==> src/rtl/uart_console_pkg.sv <==
// rtl/uart_console_pkg.sv - shared types and helpers for the UART console receiver
package uart_console_pkg;

  localparam int DATA_BITS = 8;

  typedef enum logic [2:0] {
    RX_IDLE,
    RX_START,
    RX_DATA,
    RX_STOP,
    RX_WAIT_IDLE
  } rx_state_t;

  typedef enum logic [1:0] {
    H_IDLE,
    H_VALID,
    H_ACKED
  } hs_state_t;

  function automatic int cnt_width(input int clks_per_bit);
    return (clks_per_bit < 2) ? 1 : $clog2(clks_per_bit);
  endfunction

endpackage

==> src/rtl/console_byte_fifo.sv <==
// rtl/console_byte_fifo.sv - synchronous byte FIFO between receiver and handshake
module console_byte_fifo
  import uart_console_pkg::*;
#(
  parameter int FIFO_DEPTH = 4
) (
  input  logic                 CLK,
  input  logic                 RESET_N,
  input  logic                 push,
  input  logic [DATA_BITS-1:0] push_data,
  input  logic                 pop,
  output logic [DATA_BITS-1:0] head_data,
  output logic                 empty,
  output logic                 full
);

  localparam int AW = (FIFO_DEPTH < 2) ? 1 : $clog2(FIFO_DEPTH);

  logic [DATA_BITS-1:0] r_mem [FIFO_DEPTH];
  logic [AW-1:0]        r_rd_ptr;
  logic [AW-1:0]        r_wr_ptr;
  logic [AW:0]          r_count;
  logic                 w_pop;
  logic                 w_push;

  // A pop in the same cycle frees a slot, so a full FIFO may still accept the push.
  assign w_pop  = pop && !empty;
  assign w_push = push && (!full || w_pop);

  always_ff @(posedge CLK) begin
    if (!RESET_N) begin
      r_rd_ptr <= '0;
      r_wr_ptr <= '0;
      r_count  <= '0;
    end else begin
      if (w_push) r_wr_ptr <= r_wr_ptr + 1'b1;
      if (w_pop)  r_rd_ptr <= r_rd_ptr + 1'b1;
      case ({w_push, w_pop})
        2'b10:   r_count <= r_count + 1'b1;
        2'b01:   r_count <= r_count - 1'b1;
        default: r_count <= r_count;
      endcase
    end
  end

  always_ff @(posedge CLK) begin
    if (w_push) r_mem[r_wr_ptr] <= push_data;
  end

  assign head_data = r_mem[r_rd_ptr];
  assign empty     = (r_count == '0);
  assign full      = (r_count == (AW+1)'(FIFO_DEPTH));

endmodule

==> src/rtl/uart_console_rx.sv <==
// rtl/uart_console_rx.sv - 8N1 UART receiver feeding CONSOLE_IN through a FIFO and valid/ack handshake
module uart_console_rx
  import uart_console_pkg::*;
#(
  parameter int CLKS_PER_BIT = 868,
  parameter int FIFO_DEPTH   = 4
) (
  input  logic       CLK,
  input  logic       RESET_N,
  input  logic       RX,
  output logic [7:0] CONSOLE_IN,
  output logic       CONSOLE_IN_valid,
  input  logic       CONSOLE_IN_ack,
  output logic       FRAME_ERR,
  output logic       OVERRUN
);

  localparam int                 CNT_W    = cnt_width(CLKS_PER_BIT);
  localparam logic [CNT_W-1:0]   HALF_M1  = CNT_W'(CLKS_PER_BIT / 2 - 1);
  localparam logic [CNT_W-1:0]   FULL_M1  = CNT_W'(CLKS_PER_BIT - 1);
  localparam int                 BIT_W    = $clog2(DATA_BITS);
  localparam logic [BIT_W-1:0]   LAST_BIT = BIT_W'(DATA_BITS - 1);

  logic [1:0]           r_sync;
  rx_state_t            r_rx_state;
  logic [CNT_W-1:0]     r_baud_cnt;
  logic [BIT_W-1:0]     r_bit_cnt;
  logic [DATA_BITS-1:0] r_shift;
  logic                 r_frame_err;
  logic                 r_overrun;
  hs_state_t            r_hs_state;
  logic [7:0]           r_console_in;
  logic                 r_valid;

  logic                 w_rx;
  logic                 w_stop_sample;
  logic                 w_push;
  logic                 w_drop;
  logic                 w_pop;
  logic [DATA_BITS-1:0] w_head;
  logic                 w_empty;
  logic                 w_full;

  assign w_rx          = r_sync[1];
  assign w_stop_sample = (r_rx_state == RX_STOP) && (r_baud_cnt == FULL_M1);
  assign w_pop         = (r_hs_state == H_ACKED) && !CONSOLE_IN_ack;
  assign w_push        = w_stop_sample && w_rx && (!w_full || w_pop);
  assign w_drop        = w_stop_sample && w_rx && w_full && !w_pop;

  always_ff @(posedge CLK) begin
    if (!RESET_N) r_sync <= 2'b11;
    else          r_sync <= {r_sync[0], RX};
  end

  // Baud counter restarts on every sample so each later sample lands mid-bit.
  always_ff @(posedge CLK) begin
    if (!RESET_N) begin
      r_rx_state  <= RX_IDLE;
      r_baud_cnt  <= '0;
      r_bit_cnt   <= '0;
      r_shift     <= '0;
      r_frame_err <= 1'b0;
      r_overrun   <= 1'b0;
    end else begin
      r_frame_err <= 1'b0;
      r_overrun   <= 1'b0;
      case (r_rx_state)
        RX_IDLE: begin
          if (!w_rx) begin
            r_rx_state <= RX_START;
            r_baud_cnt <= '0;
            r_bit_cnt  <= '0;
          end
        end
        RX_START: begin
          if (r_baud_cnt == HALF_M1) begin
            r_baud_cnt <= '0;
            r_rx_state <= w_rx ? RX_IDLE : RX_DATA;
          end else begin
            r_baud_cnt <= r_baud_cnt + 1'b1;
          end
        end
        RX_DATA: begin
          if (r_baud_cnt == FULL_M1) begin
            r_baud_cnt <= '0;
            r_shift    <= {w_rx, r_shift[DATA_BITS-1:1]};
            if (r_bit_cnt == LAST_BIT) r_rx_state <= RX_STOP;
            else                       r_bit_cnt  <= r_bit_cnt + 1'b1;
          end else begin
            r_baud_cnt <= r_baud_cnt + 1'b1;
          end
        end
        RX_STOP: begin
          if (r_baud_cnt == FULL_M1) begin
            r_baud_cnt <= '0;
            if (w_rx) begin
              r_overrun  <= w_drop;
              r_rx_state <= RX_IDLE;
            end else begin
              r_frame_err <= 1'b1;
              r_rx_state  <= RX_WAIT_IDLE;
            end
          end else begin
            r_baud_cnt <= r_baud_cnt + 1'b1;
          end
        end
        RX_WAIT_IDLE: begin
          if (w_rx) r_rx_state <= RX_IDLE;
        end
        default: r_rx_state <= RX_IDLE;
      endcase
    end
  end

  console_byte_fifo #(
    .FIFO_DEPTH (FIFO_DEPTH)
  ) u_fifo (
    .CLK       (CLK),
    .RESET_N   (RESET_N),
    .push      (w_push),
    .push_data (r_shift),
    .pop       (w_pop),
    .head_data (w_head),
    .empty     (w_empty),
    .full      (w_full)
  );

  // The head stays in the FIFO until the ack falls, so CONSOLE_IN holds a registered copy.
  always_ff @(posedge CLK) begin
    if (!RESET_N) begin
      r_hs_state   <= H_IDLE;
      r_console_in <= 8'h00;
      r_valid      <= 1'b0;
    end else begin
      case (r_hs_state)
        H_IDLE: begin
          if (!w_empty) begin
            r_console_in <= w_head;
            r_valid      <= 1'b1;
            r_hs_state   <= H_VALID;
          end
        end
        H_VALID: begin
          if (CONSOLE_IN_ack) r_hs_state <= H_ACKED;
        end
        H_ACKED: begin
          if (!CONSOLE_IN_ack) begin
            r_valid    <= 1'b0;
            r_hs_state <= H_IDLE;
          end
        end
        default: r_hs_state <= H_IDLE;
      endcase
    end
  end

  assign CONSOLE_IN       = r_console_in;
  assign CONSOLE_IN_valid = r_valid;
  assign FRAME_ERR        = r_frame_err;
  assign OVERRUN          = r_overrun;

endmodule
==> config.mk <==
export PLATFORM = sky130hd
export DESIGN_NAME = uart_console_rx
export DESIGN_NICKNAME = d
export VERILOG_FILES = /design/src/rtl/uart_console_pkg.sv /design/src/rtl/console_byte_fifo.sv /design/src/rtl/uart_console_rx.sv
export SDC_FILE = /design/constraint.sdc
export NUM_CORES = 1
export LEC_CHECK = 0
export ABC_AREA = 0
export BUFFER_PORTS_ARGS = -buffer_cell sky130_fd_sc_hd__buf_2
export CAP_MARGIN = 0
export CORE_MARGIN = 2
export CORE_UTILIZATION = 25
export DETAILED_ROUTE_END_ITERATION = 12
export PLACE_DENSITY_LB_ADDON = 0.3
export REMOVE_ABC_BUFFERS = 1
export SLEW_MARGIN = 5
export SYNTH_ARGS = -nofsm -noshare
export SYNTH_HDL_FRONTEND = slang
export SYNTH_SLANG_ARGS = --single-unit
==> constraint.sdc <==
create_clock -name CLK -period 2.6 [get_ports CLK]
set_clock_uncertainty 0.1 [all_clocks]
set_input_delay 0.13 -clock CLK [delete_from_list [all_inputs] [get_ports CLK]]
set_output_delay 0.13 -clock CLK [all_outputs]
set_load 0.03 [all_outputs]
==> results.json, run 1 <==
{
  "cp_max_fo": 3,
  "final_cell_area_um2": 4040,
  "synth_enable_flop_cells": 32,
  "ys_top_cells_by_count": "46 x dfxtp_1, 32 x edfxtp_1, 30 x nand2_1, 15 x nor2b_1",
  "min_path_type": "input port to flop",
  "intPower_mw": 2.03,
  "first_global_vias": 2204,
  "setup_viol": 0,
  "core_um2": 13200,
  "clkLatencyLatePin_ns": 0.33,
  "cts_max_level": 3,
  "startpoint_type": "input port",
  "netlist.area_leader.share_pct": 28.5,
  "synthArstFlopShare_pct": 0,
  "slew_violations": 0,
  "final.period_utilization_pct": 94.6,
  "ys_types": 48,
  "outcome": "finished clean",
  "maxCapViolations": 0,
  "rsz0062_at_grt": "no",
  "p_comb_share_pct": 1.7,
  "grt_pass1_wl_um": 10500,
  "drive_above_1_share_pct": 20.5,
  "clockBufferDepth": 2,
  "crit_path_end_kind": "flop",
  "die_h_um": 120,
  "yosysTopAreaCell": "edfxtp_1",
  "p_leak_nw": 1.47,
  "initial_core_util_pct": 25.5,
  "crit_chain": "dlygate4sd3_1, buf_2, or3b_4, nor2_2, ha_1, inv_1, fa_1, xor2_1, or3_1, a21boi_0",
  "ant_nets": 0,
  "ios": 15,
  "cts-buffers-inserted": 9,
  "portBuffers": 14,
  "dieArea_um2": 14400,
  "finalCriticalPeriod_ns": 2.46,
  "cp.arrival_ns": 2.62,
  "drtIter0Drc": 116,
  "cp.required_ns": 2.76,
  "grt_max_degree": 25,
  "first_pass_iters": 4,
  "placed_area_um2": 3700,
  "place_ws_ns": 0.0219,
  "antennaDiodeCount": 0,
  "drc": 0,
  "total_power_mw": 2.56,
  "tns_ns": 0,
  "routed_via_density": 4.37,
  "setup_slack_ns": 0.141,
  "wl_per_cell_um": 12.5,
  "synth.most_common_cell": "dfxtp_1",
  "syn_to_final_growth_pct": 20.0,
  "clock-root-buffer": "clkbuf_16",
  "final_nets": 331,
  "p_per_area_nw_per_um2": 632,
  "die_w_um": 120,
  "clkTransAtPathRegs_ns": 0.06,
  "p_sw_mw": 0.525,
  "antenna_found_initial": 0,
  "syn_area_per_cell_um2": 11.7,
  "ys_ff_latch": 78,
  "syn_inst": 288,
  "slew_headroom_pct": 56.7,
  "worst-slew-pin-transition_ns": 0.648,
  "yosys-top-cells-area": "edfxtp_1 29%, dfxtp_1 27%, mux4_2 5.3%",
  "synth.cell_area_um2": 3370,
  "clkPwrFrac_pct": 48.6,
  "ys_warn_count": 0,
  "overflow": 0,
  "critPathSlowestCell": "dlygate4sd3_1",
  "hold_viol_final": 0,
  "seq_power_share_pct": 49.6,
  "vias": 2178,
  "track_usage_pct": 9.51,
  "p_sw_share_pct": 20.5,
  "cts_tree": "yes",
  "synth_flop_cell": "dfxtp_1",
  "wirelength_um": 6200,
  "path_class": "input port to flop",
  "slowest_delay_ns": 0.53,
  "ys_seq_area_share_pct": 55.8,
  "ir_worst_vdd_mv": 0.224,
  "fill_cells": 1331,
  "clock-sinks": 78,
  "place_congestion": 0.791,
  "num_rows": 42,
  "hpwl_um": 4280,
  "clock.fmax_mhz": 407
}
power by group through the flow:
stage	clock, mW	combinational, mW	sequential [mW]
after floorplan	0	0.0247	1.29
after global placement	0	0.0438	1.29
after detailed placement	0	0.0433	1.30
after CTS	1.28	0.0457	1.27
after global routing	1.34	0.0510	1.27
final	1.24	0.0447	1.27
logic make-up (layout without fill, tap and decap cells):
group,count (synthesis),count (layout),synth area share [%]
simple gates,110,110,18.5
flops,78,78,55.8
compound gates,44,44,9.58
buf+inv,24,58,2.82
mux,16,16,7.72
fa+ha+maj,10,10,3.94
xor+xnor,6,6,1.56
sequential cells by signal (all words and copies together), names as in the netlist:
signal            cells
u_fifo.r_count        3
CONSOLE_IN            8
r_shift               8
FRAME_ERR             1
r_baud_cnt           10
r_sync                2
r_hs_state            2
u_fifo.r_mem         32
r_bit_cnt             3
OVERRUN               1
CONSOLE_IN_valid      1
u_fifo.r_rd_ptr       2
u_fifo.r_wr_ptr       2
r_rx_state            3
final cells by class:
| type | count | area, µm² | share of cell area, % |
|---|---|---|---|
| Inverter | 13 | 48.8 | 1.21 |
| Clock buffer | 9 | 225 | 5.57 |
| Multi-Input combinational cell | 186 | 1400 | 34.6 |
| Tap cell | 176 | 220 | 5.45 |
| Sequential cell | 78 | 1890 | 46.7 |
| Clock inverter | 7 | 73.8 | 1.83 |
| Timing Repair Buffer | 29 | 188 | 4.64 |
per-layer routing:
layer,wire (µm),track usage (%)
met1,3010,11.5
met2,2880,15.3
met3,192,2.85
met4,121,4.78
met5,0,0
worst max-delay path: cells and delay by family:
kind | cells | cell delay [ns]
fa+ha+maj | 2 | 0.59
simple gates | 3 | 0.85
buf+inv | 3 | 0.72
xor+xnor | 1 | 0.16
compound gates | 1 | 0.16
path summary, 6_finish.rpt:
path | from | end | slack, ns | cells after the start
setup / recovery | CONSOLE_IN_ack | u_fifo.r_count[2] | 0.14 | 10
hold / removal | RESET_N | r_sync[0] | 0.08 | 2
setup reg to reg | r_baud_cnt[0] | u_fifo.r_count[2] | 0.16 | 11
hold reg to reg | r_sync[0] | r_sync[1] | 0.31 | 1
stage by stage:
stage / utilization (%) / hold slack (ns) / cells
after floorplan: - / 0.103 / 277
after global routing: 30.6 / 0.0975 / 498
final: 30.6 / 0.0762 / 498
after global placement: 28.0 / 0.211 / 478
after detailed placement: 28.0 / 0.219 / 478
after CTS: 30.4 / 0.0747 / 496
cells in the final DEF (no fill, tap or decap), types with 6 or more instances in the layout:
cell type and count:
buf_4 13, and2_1 13, nor3_1 7, inv_1 13
buf_2 14, o21ai_0 6, nor2_1 11, clkbuf_16 9
dfxtp_1 44, ha_1 8, nor2b_1 15, a21oi_1 6
edfxtp_1 32, mux2i_1 8, nand4_1 6, mux4_2 8
a21boi_0 11, nand2_1 30
repair_timing:
item,CTS,global route
endpoints found under the setup margin,0,2
hold buffers,2,0
buffers inserted,0,2
gates resized for setup,0,7
hold endpoints to repair,2,0
No activity file was read; power rests on OpenSTA's default activity.
==> run 2: changes to the inputs <==
GPL_ROUTABILITY_DRIVEN = 0   (was not set)
SYNTH_HIERARCHICAL = 1   (was not set)
==> run 2 against run 1 <==
Compared with the run above:
- global-route usage grew 0.22 points
- power is 5.6% higher
- fmax about the same
- synthesized cell count is 11% higher
- critical endpoint is now u_fifo/r_count[2]
==> results.json, run 2 <==
{
  "outcome": "finished clean",
  "ys_seq_area_share_pct": 53.1,
  "track_usage_pct": 9.73,
  "startpoint_type": "input port",
  "top_regs": "u_fifo/r_mem (32), r_baud_cnt (10)",
  "die_h_um": 124,
  "slowest_delay_ns": 0.53,
  "grt_max_degree": 26,
  "fin_util_pct": 30.1,
  "vias": 2434,
  "p_per_area_nw_per_um2": 641,
  "drc": 0,
  "drive_above_1_share_pct": 18.7,
  "final_cell_mix": "48 x dfxtp_1, 39 x nand2_1, 32 x edfxtp_1",
  "grt_pass1_wl_um": 11900,
  "clock.fmax_mhz": 406,
  "wl_per_cell_um": 13.1,
  "final.period_utilization_pct": 94.6,
  "yosysTopAreaCell": "dfxtp_1",
  "slew_headroom_pct": 54.3,
  "ys_top_cells_by_count": "48 x dfxtp_1, 39 x nand2_1, 32 x edfxtp_1, 21 x a21oi_1, 18 x nor2_1",
  "synth_enable_flop_cells": 32,
  "multi_input_area_um2": 1550,
  "p_leak_nw": 1.47,
  "synth.cell_area_um2": 3620,
  "antenna_found_initial": 0,
  "clkLatencyLatePin_ns": 0.34,
  "final_nets": 361,
  "fill_cells": 1422,
  "num_rows": 43,
  "drtIter0Drc": 108,
  "portBuffers": 14,
  "cp.arrival_ns": 2.62,
  "crit_chain": "dlygate4sd3_1, buf_2, or3b_4, inv_1, o31a_1, or2b_1, fa_2, nand2b_1, o31ai_2, mux2i_1",
  "rsz0062_at_grt": "no",
  "cts_setup_buffers": 0,
  "syn_inst": 321,
  "syn_to_final_growth_pct": 16.4,
  "regMostFlops": "u_fifo/r_mem",
  "antennaDiodeCount": 0,
  "die_w_um": 124,
  "cts_max_level": 3,
  "routed_via_density": 4.57,
  "netlist.area_leader.share_pct": 26.6,
  "largest_reg_flops": 32,
  "overflow": 0,
  "worst-slew-pin-transition_ns": 0.684,
  "ant_nets": 0,
  "hold_viol_final": 0,
  "min_path_type": "input port to flop",
  "maxCapViolations": 0,
  "initial_core_util_pct": 25.9,
  "crit_path_end_kind": "flop",
  "cp.required_ns": 2.76,
  "ys_warn_count": 6,
  "ios": 15,
  "cts-buffers-inserted": 9,
  "place_ws_ns": 0.0797,
  "yosys-top-cells-area": "dfxtp_1 27%, edfxtp_1 27%, mux4_2 5.0%",
  "finalCriticalPeriod_ns": 2.46,
  "hpwl_um": 4730,
  "synth.most_common_cell": "dfxtp_1",
  "first_pass_iters": 4,
  "clock-sinks": 80,
  "dieArea_um2": 15400,
  "regArea_um2": 1920,
  "synthArstFlopShare_pct": 0,
  "ys_types": 58,
  "cts_tree": "yes",
  "ys_ff_latch": 80,
  "ir_worst_vdd_mv": 0.290,
  "first_global_vias": 2367,
  "slew_violations": 0,
  "clockBufferDepth": 2,
  "layout_commonest_cell": "dfxtp_1",
  "wirelength_um": 6980,
  "critPathSlowestCell": "dlygate4sd3_1",
  "tns_ns": 0,
  "core_um2": 14000,
  "path_class": "input port to flop",
  "setup_slack_ns": 0.140,
  "synth_flop_cell": "dfxtp_1",
  "clkTransAtPathRegs_ns": 0.05,
  "cp_max_fo": 3,
  "setup_viol": 0,
  "clock-root-buffer": "clkbuf_16",
  "syn_area_per_cell_um2": 11.3
}
-- run 2: path summary, 6_finish.rpt --
kind | from | end | slack, ns | cells past startpoint
max | CONSOLE_IN_ack | u_fifo/r_count[2] | 0.14 | 10
min | RESET_N | OVERRUN | 0.008 | 3
max reg2reg | r_hs_state[1] | u_fifo/r_count[2] | 0.17 | 8
min reg2reg | r_sync[0] | r_sync[1] | 0.31 | 1
-- run 2: kinds of logic after synthesis --
group / count (synthesis) / synth area share (%)
XOR/XNOR: 7 / 1.69
multiplexers: 21 / 8.58
AND/OR/NAND/NOR: 124 / 18.9
adder cells (fa/ha/maj): 9 / 3.32
buffers and inverters: 26 / 4.43
flip-flops: 80 / 53.1
AO/OA/AOI/OAI: 54 / 9.93
-- run 2: critical path, delay by kind of cell --
family | cells | cell delay [ns]
AOI/OAI and AO/OA | 2 | 0.41
adders and majority gates | 1 | 0.34
buffers and inverters | 3 | 0.74
muxes | 1 | 0.20
and+or+nand+nor | 3 | 0.80
-- run 2: power by group --
part	internal [mW]	leakage [nW]	switching [mW]
combinational	0.0830	0.661	0.144
clock	0.645	0.127	0.486
sequential	1.31	0.684	0.0280
total	2.04	1.47	0.658
-- run 2: final cells by class --
class | count | area share, %
clock buffer | 11 | 5.53
clock inverter | 5 | 0.802
inverter | 9 | 0.802
multi-input combinational | 215 | 36.7
sequential | 80 | 45.6
tap | 180 | 5.35
timing repair buffer | 33 | 5.17
-- run 2: repair_timing --
action / in CTS / in global routing
endpoints found under the setup margin: 0 / 1
gates resized for setup: 0 / 3
hold buffers: 2 / 0
endpoints found under the hold margin: 3 / 0
-- run 2: per-layer routing --
layer / vias to the layer above / GRT usage, % / routed length, µm
li1: 1223 / - / -
met5: - / 0 / 0
met3: 11 / 3.65 / 264
met2: 31 / 15.5 / 3420
met1: 1169 / 12.0 / 3190
met4: 0 / 3.77 / 108
-- run 2: per-stage QoR --
step / instances / power (mW) / hold slack, ns / cell area, µm²
floorplan: 304 / 1.51 / 0.103 / 3490
global placement: 515 / 1.59 / 0.213 / 3910
detailed placement: 515 / 1.59 / 0.222 / 3910
CTS: 533 / 2.74 / 0.00413 / 4200
global route: 533 / 2.81 / 0.00528 / 4210
finish: 533 / 2.70 / 0.00836 / 4210
